### src/rtl/mem_arbiter.sv
// Two-master (instruction fetch / data) arbiter onto one wait-stated memory port.
// Define ARB_ROUND_ROBIN_EN for alternating grants; otherwise data has fixed priority.
module mem_arbiter #(
    parameter int WAIT_STATES = 1,
    parameter int DATA_W      = 32
) (
    input  logic              clk,
    input  logic              reset,
    input  logic              if_req,
    input  logic [DATA_W-1:0] if_addr,
    output logic [DATA_W-1:0] if_rdata,
    output logic              if_ready,
    input  logic              d_req,
    input  logic              d_we,
    input  logic [DATA_W-1:0] d_addr,
    input  logic [DATA_W-1:0] d_wdata,
    output logic [DATA_W-1:0] d_rdata,
    output logic              d_ready,
    output logic              stall,
    output logic [DATA_W-1:0] mem_addr,
    output logic [DATA_W-1:0] mem_wdata,
    output logic              mem_we,
    input  logic [DATA_W-1:0] mem_rdata
);

    localparam logic [1:0] IDLE = 2'd0;
    localparam logic [1:0] BUSY = 2'd1;
    localparam logic [1:0] RESP = 2'd2;

    localparam logic [3:0] WAIT_LAST = WAIT_STATES[3:0];
    localparam logic       GNT_IF    = 1'b0;
    localparam logic       GNT_D     = 1'b1;

    logic [1:0]        state;
    logic [3:0]        cnt;
    logic              winner;
    logic              lat_we;
    logic [DATA_W-1:0] lat_addr;
    logic [DATA_W-1:0] lat_wdata;
    logic              grant_d;
    logic              last_cycle;

`ifdef ARB_ROUND_ROBIN_EN
    logic last_grant;

    always_comb begin
        grant_d = d_req;
        if (if_req && d_req)
            grant_d = (last_grant == GNT_IF);
    end

    always_ff @(posedge clk or posedge reset) begin
        if (reset)
            last_grant <= GNT_IF;
        else if (state == IDLE && (if_req || d_req))
            last_grant <= grant_d;
    end
`else
    assign grant_d = d_req;
`endif

    assign last_cycle = (state == BUSY) && (cnt == WAIT_LAST);

    always_ff @(posedge clk or posedge reset) begin
        if (reset) begin
            state     <= IDLE;
            cnt       <= 4'd0;
            winner    <= GNT_IF;
            lat_we    <= 1'b0;
            lat_addr  <= '0;
            lat_wdata <= '0;
            if_rdata  <= '0;
            d_rdata   <= '0;
        end else begin
            case (state)
                IDLE: begin
                    if (if_req || d_req) begin
                        winner    <= grant_d;
                        lat_addr  <= grant_d ? d_addr : if_addr;
                        lat_we    <= grant_d & d_we;
                        lat_wdata <= grant_d ? d_wdata : '0;
                        cnt       <= 4'd0;
                        state     <= BUSY;
                    end
                end
                BUSY: begin
                    cnt <= cnt + 4'd1;
                    if (cnt == WAIT_LAST) begin
                        if (winner == GNT_D)
                            d_rdata <= mem_rdata;
                        else
                            if_rdata <= mem_rdata;
                        state <= RESP;
                    end
                end
                RESP:    state <= IDLE;
                default: state <= IDLE;
            endcase
        end
    end

    // NOTE: strobes are decoded from state rather than registered, so an
    // asynchronous reset clears mem_we and the ready pulses without a clock edge.
    assign mem_we    = last_cycle && lat_we;
    assign if_ready  = (state == RESP) && (winner == GNT_IF);
    assign d_ready   = (state == RESP) && (winner == GNT_D);
    assign mem_addr  = lat_addr;
    assign mem_wdata = lat_wdata;
    assign stall     = (if_req & ~if_ready) | (d_req & ~d_ready);

endmodule

### config.mk
export PLATFORM = sky130hd
export DESIGN_NAME = mem_arbiter
export DESIGN_NICKNAME = d
export VERILOG_FILES = /design/src/rtl/mem_arbiter.sv
export SDC_FILE = /design/constraint.sdc
export NUM_CORES = 1
export LEC_CHECK = 0
export BUFFER_PORTS_ARGS = -buffer_cell sky130_fd_sc_hd__buf_2
export CORE_MARGIN = 1.5
export CORE_UTILIZATION = 40
export CTS_CLUSTER_SIZE = 28
export DETAILED_ROUTE_END_ITERATION = 8
export GPL_TIMING_DRIVEN = 0
export PLACE_DENSITY = 0.78
export SYNTH_ARGS = -nofsm -noshare
export SYNTH_HDL_FRONTEND = slang
export SYNTH_SLANG_ARGS = --single-unit
### constraint.sdc
create_clock -name clk -period 4.35 [get_ports clk]
set_clock_uncertainty 0.2 [all_clocks]
set_input_delay 0.87 -clock clk [delete_from_list [all_inputs] [get_ports clk]]
set_output_delay 0.87 -clock clk [all_outputs]
set_load 0.01 [all_outputs]
### Word-level counts from Yosys, hierarchy flattened

Cells that the tools add are included.

| storage, ports and cells | value |
|---|---|
| input port bits | 133 |
| output and inout port bits | 132 |
| register bits | 136 |
| word-level logic and storage cells | 40 |

| operators by class | value |
|---|---|
| add/subtract/negate cells | 1 |
| equality and inequality tests | 5 |
| bitwise gates (word level) | 7 |
| reduce and logical (&&, ||, !) cells | 12 |
| muxes and demuxes | 7 |

Operator list:

| cell | count |
|---|---|
| 32-bit two-way mux | 2 |
| 4-bit one-hot mux with 2 select lines | 1 |
| 2-bit AND reduction | 3 |
| 3-bit AND reduction | 2 |
| 4-bit by 1-bit adder with 4-bit output (second input constant) | 1 |
| 4-bit by 1-bit == test with 1-bit output (second input constant) | 1 |
| 1-bit logical AND | 4 |
| 2-bit two-way mux | 2 |
| 4-bit two-way mux | 1 |
| 2-bit one-hot mux with 2 select lines | 1 |
| 1-bit AND | 3 |
| 1-bit inverter | 3 |
| 2-bit by 1-bit == test with 1-bit output (second input constant) | 1 |
| 2-bit == test (second input constant) | 1 |
| 2-bit zero test | 1 |
| 2-bit by 1-bit inequality test with 1-bit output (second input constant) | 1 |
| 2-bit inequality test (second input constant) | 1 |
| 2-bit nonzero test | 1 |
| 1-bit logical OR | 1 |
| 1-bit OR | 1 |

### Longest topological paths before layout

| depth | value |
|---|---|
| word-level depth | 5 |
| mapped depth | 7 |
| gate-level depth less buffers | 5 |

### Least setup slack after synthesis

Ideal clock, no wire load.

| timing path | value |
|---|---|
| path type | input-to-output |
| start point | input d_req |
| end point | output stall |
| required time | 3.280 ns |
| path slack | 1.981 ns |
| buffers on the path | 1 |
| stages on the path | 3 |
| data arrival time | 1.299 ns |
| path through | buf_2 -> inv_1 -> o22ai_1 |

| between the ends | value |
|---|---|
| cells in the longest elaborated chain, start to end | 2 |

RTL lines:

| what | line | source |
|---|---|---|
| start, declared | 13 | `input logic d_req,` |
| 1-bit AND | 109 | `assign stall = (if_req & ~if_ready) \| (d_req & ~d_ready);` |
| 1-bit OR | 109 |  |
| end, declared | 19 | `output logic stall,` |

Every way passes these cells.

### Worst setup path after layout

| timing path | value |
|---|---|
| start point | register cnt[1] |
| end point | output mem_we |

| between the ends | value |
|---|---|
| cells in the longest elaborated chain, start to end | 3 |

RTL lines:

| what | line | source |
|---|---|---|
| start, declared | 35 | `logic [3:0] cnt;` |
| start signal, assigned | 87 | `cnt <= cnt + 4'd1;` |
| 4-bit by 1-bit == test with 1-bit output | 62 | `assign last_cycle = (state == BUSY) && (cnt == WAIT_LAST);` |
| 1-bit logical AND | 62 |  |
| 1-bit logical AND | 104 | `assign mem_we = last_cycle && lat_we;` |
| end, declared | 22 | `output logic mem_we,` |

Every way passes these cells.

==> run metrics <==
status=finished clean; crit-path max cell delay=0.41 ns; num rows=43; worst hold-check path type=reg2reg; final hold vios=0; Final Critical Period=2.71 ns; syn_area_per_cell=16.4 um^2; core box area=14000 um^2; Tot Pwr=6.22 mW; Post-Syn Nets=489; Routed Antenna Nets=0; maximum clock rate=369 MHz; maximum vdd ir drop=0.000401 V; GRT overflow=0; crit-path max FO=4; # DRC=0; CP required=3.28 ns; relative slew slack=0.443; worst setup margin=1.64 ns; mapped cell area=5800 um^2; Bufs and invs on worst path=2; Setup Viol. Count Final=0; DR vias/cell=4.89; diodes inserted=0; hold bufs inserted after CTS=0; largest net degree at the start of global routing=45; drt total wl=13800 um; Reg2Reg Depth=7; pwr dens=777 nW/um^2; Setup WS pre-CTS=1.68 ns; drt first pass iters=4; Synth Warn #=0; TritonCTS buffer count=17; CP Depth=6; IO Count=265; first-pass GRT wire length=21400 um; share of layout cells above drive strength 1=0.684; vias in the first global route=4302; pins over their slew limit=0; Die Area=15200 um^2; Hold Crit Depth=1; Finished Core Util=0.573; crit-path leading delay family=simple AND/OR/NAND/NOR gates; Seq cells post-synth=136; unrepaired setup endpoints after global routing=no; maximum clock path buffer count=2; DR vias=4065; Pleak=4.20 nW; worst hold slack=0.301 ns; Syn Inst Count=354; WL/cell=16.6 um; Clk Latency, worst-skew pair=0.41 ns; Post-CTS Setup Bufs=0; Synth cell types=29; CTS sink cnt=136; Initial Util=0.414; crit path kind=reg2out; Clock transition at path regs=0.06 ns; Worst-Margin Slew=0.829 ns; CP startpoint kind=flop; dpl hpwl=10300 um; 1st-iter DRT viols=110; # H-tree levels=4; clk root buf=clkbuf_16; Worst setup EP type=output port; slowest CP cell=dfrtp_1; period utilization=0.624; Final GP Congestion=0.799; Port Buffers=263; initial antenna violation count=0; setup TNS=0 ns; critical path arrival=1.64 ns; fin nets=774; register area share after synthesis=0.587; Post-CTS Resized=0; Die X=123 um; maxcap violations=0; synth-to-layout area growth=38.2%; GRT Util Overall=0.184; CP Cell Sequence=inv_1 > ha_1 > nand2b_1 > nor3_1 > and2_1 > buf_2; CTS tree=built; die span in y=123 um
kinds of logic (layout without fill, tap and decap cells):
| logic type | after synthesis | in the layout | share of synthesized area |
|---|---|---|---|
| flops | 136 | 136 | 0.587 |
| mux | 128 | 128 | 0.288 |
| compound gates | 42 | 42 | 0.0611 |
| simple gates | 16 | 16 | 0.0173 |
| xor+xnor | 2 | 2 | 0.00302 |
| buf+inv | 28 | 326 | 0.0397 |
| fa+ha+maj | 2 | 2 | 0.00432 |
state kept, by name (all words and copies together), names as in the netlist:
signal / cells
cnt: 4
d_rdata: 32
if_rdata: 32
lat_we: 1
mem_addr: 32
mem_wdata: 32
state: 2
winner: 1
report_power, final:
| group | leakage [nW] | internal, mW | switching [mW] | total, mW |
|---|---|---|---|---|
| Clock | 0.300 | 0.924 | 0.538 | 1.46 |
| Combinational | 2.27 | 1.41 | 1.11 | 2.52 |
| Sequential | 1.63 | 1.89 | 0.352 | 2.25 |
| Total | 4.20 | 4.23 | 2.00 | 6.22 |
cell usage in the layout, fill, tap and decap left out, drive strengths merged:
cell type	n
mux2	128
and2	1
nand2b	2
bufinv	2
clkinv	4
a22o	33
nand3b	1
o21ai	2
nor3	4
xor2	2
or4	2
o31ai	1
dfrtp	136
clkinvlp	2
buf	284
nand3	1
inv	7
nor2	4
clkbuf	27
nand2	1
a21boi	1
o22ai	2
o2bb2ai	1
a21o	2
ha	2
cell usage after synthesis (all sizes together):
cell,number,area share
nand3,1,0.00086
and2,1,0.0011
clkbuf,4,0.0026
a21o,2,0.0026
o31ai,1,0.0013
dfrtp,136,0.59
o2bb2ai,1,0.0015
nand2b,2,0.0035
inv,6,0.0039
a22o,33,0.050
a21boi,1,0.0019
o22ai,2,0.0022
nor2,4,0.0026
mux2,128,0.29
xor2,2,0.0030
nand3b,1,0.0013
nor3,4,0.0035
o21ai,2,0.0017
nand2,1,0.00065
buf,18,0.033
or4,2,0.0039
ha,2,0.0043
per-stage QoR:
| stage | instance area [um^2] | instances |
|---|---|---|
| after floorplan | 5800 | 354 |
| after global placement | 7340 | 797 |
| after detailed placement | 7400 | 800 |
| after CTS | 8010 | 832 |
| after global routing | 8010 | 832 |
| final | 8010 | 832 |
final timing paths:
path	startpoint	to	slack (ns)
max	cnt[1]	mem_we	1.64
min	mem_wdata[8]	mem_wdata[8]	0.30
max reg2reg	cnt[1]	d_rdata[12]	2.25
min reg2reg	mem_wdata[8]	mem_wdata[8]	0.30
max in group asynchronous	reset	d_rdata[23]	2.79
min in group asynchronous	reset	d_rdata[4]	0.32
metal layers:
metal  GRT usage  vias to the layer above  share of wire
li1            -                     1855              -
met1       0.224                     2029           0.42
met2       0.306                      158           0.50
met3      0.0517                       23          0.062
met4      0.0797                        0          0.018
met5           0                        -              0
worst register-to-register path, cell delays in order (launching register included):
cell and delay (ns):
dfrtp_1 0.41, inv_1 0.07, ha_1 0.13, nand2b_1 0.10, or4_4 0.45, buf_6 0.16
buf_12 0.15, mux2_4 0.30
layout make-up:
cell class	instances	area, um^2
Clock buffer	23	498
Clock inverter	9	113
Inverter	6	26.3
Sequential cell	136	3400
Buffer	22	208
Fill cell	1137	5980
Multi-Input combinational cell	190	2160
Tap cell	180	225
Timing Repair Buffer	266	1380
(Power assumes the default switching activity.)
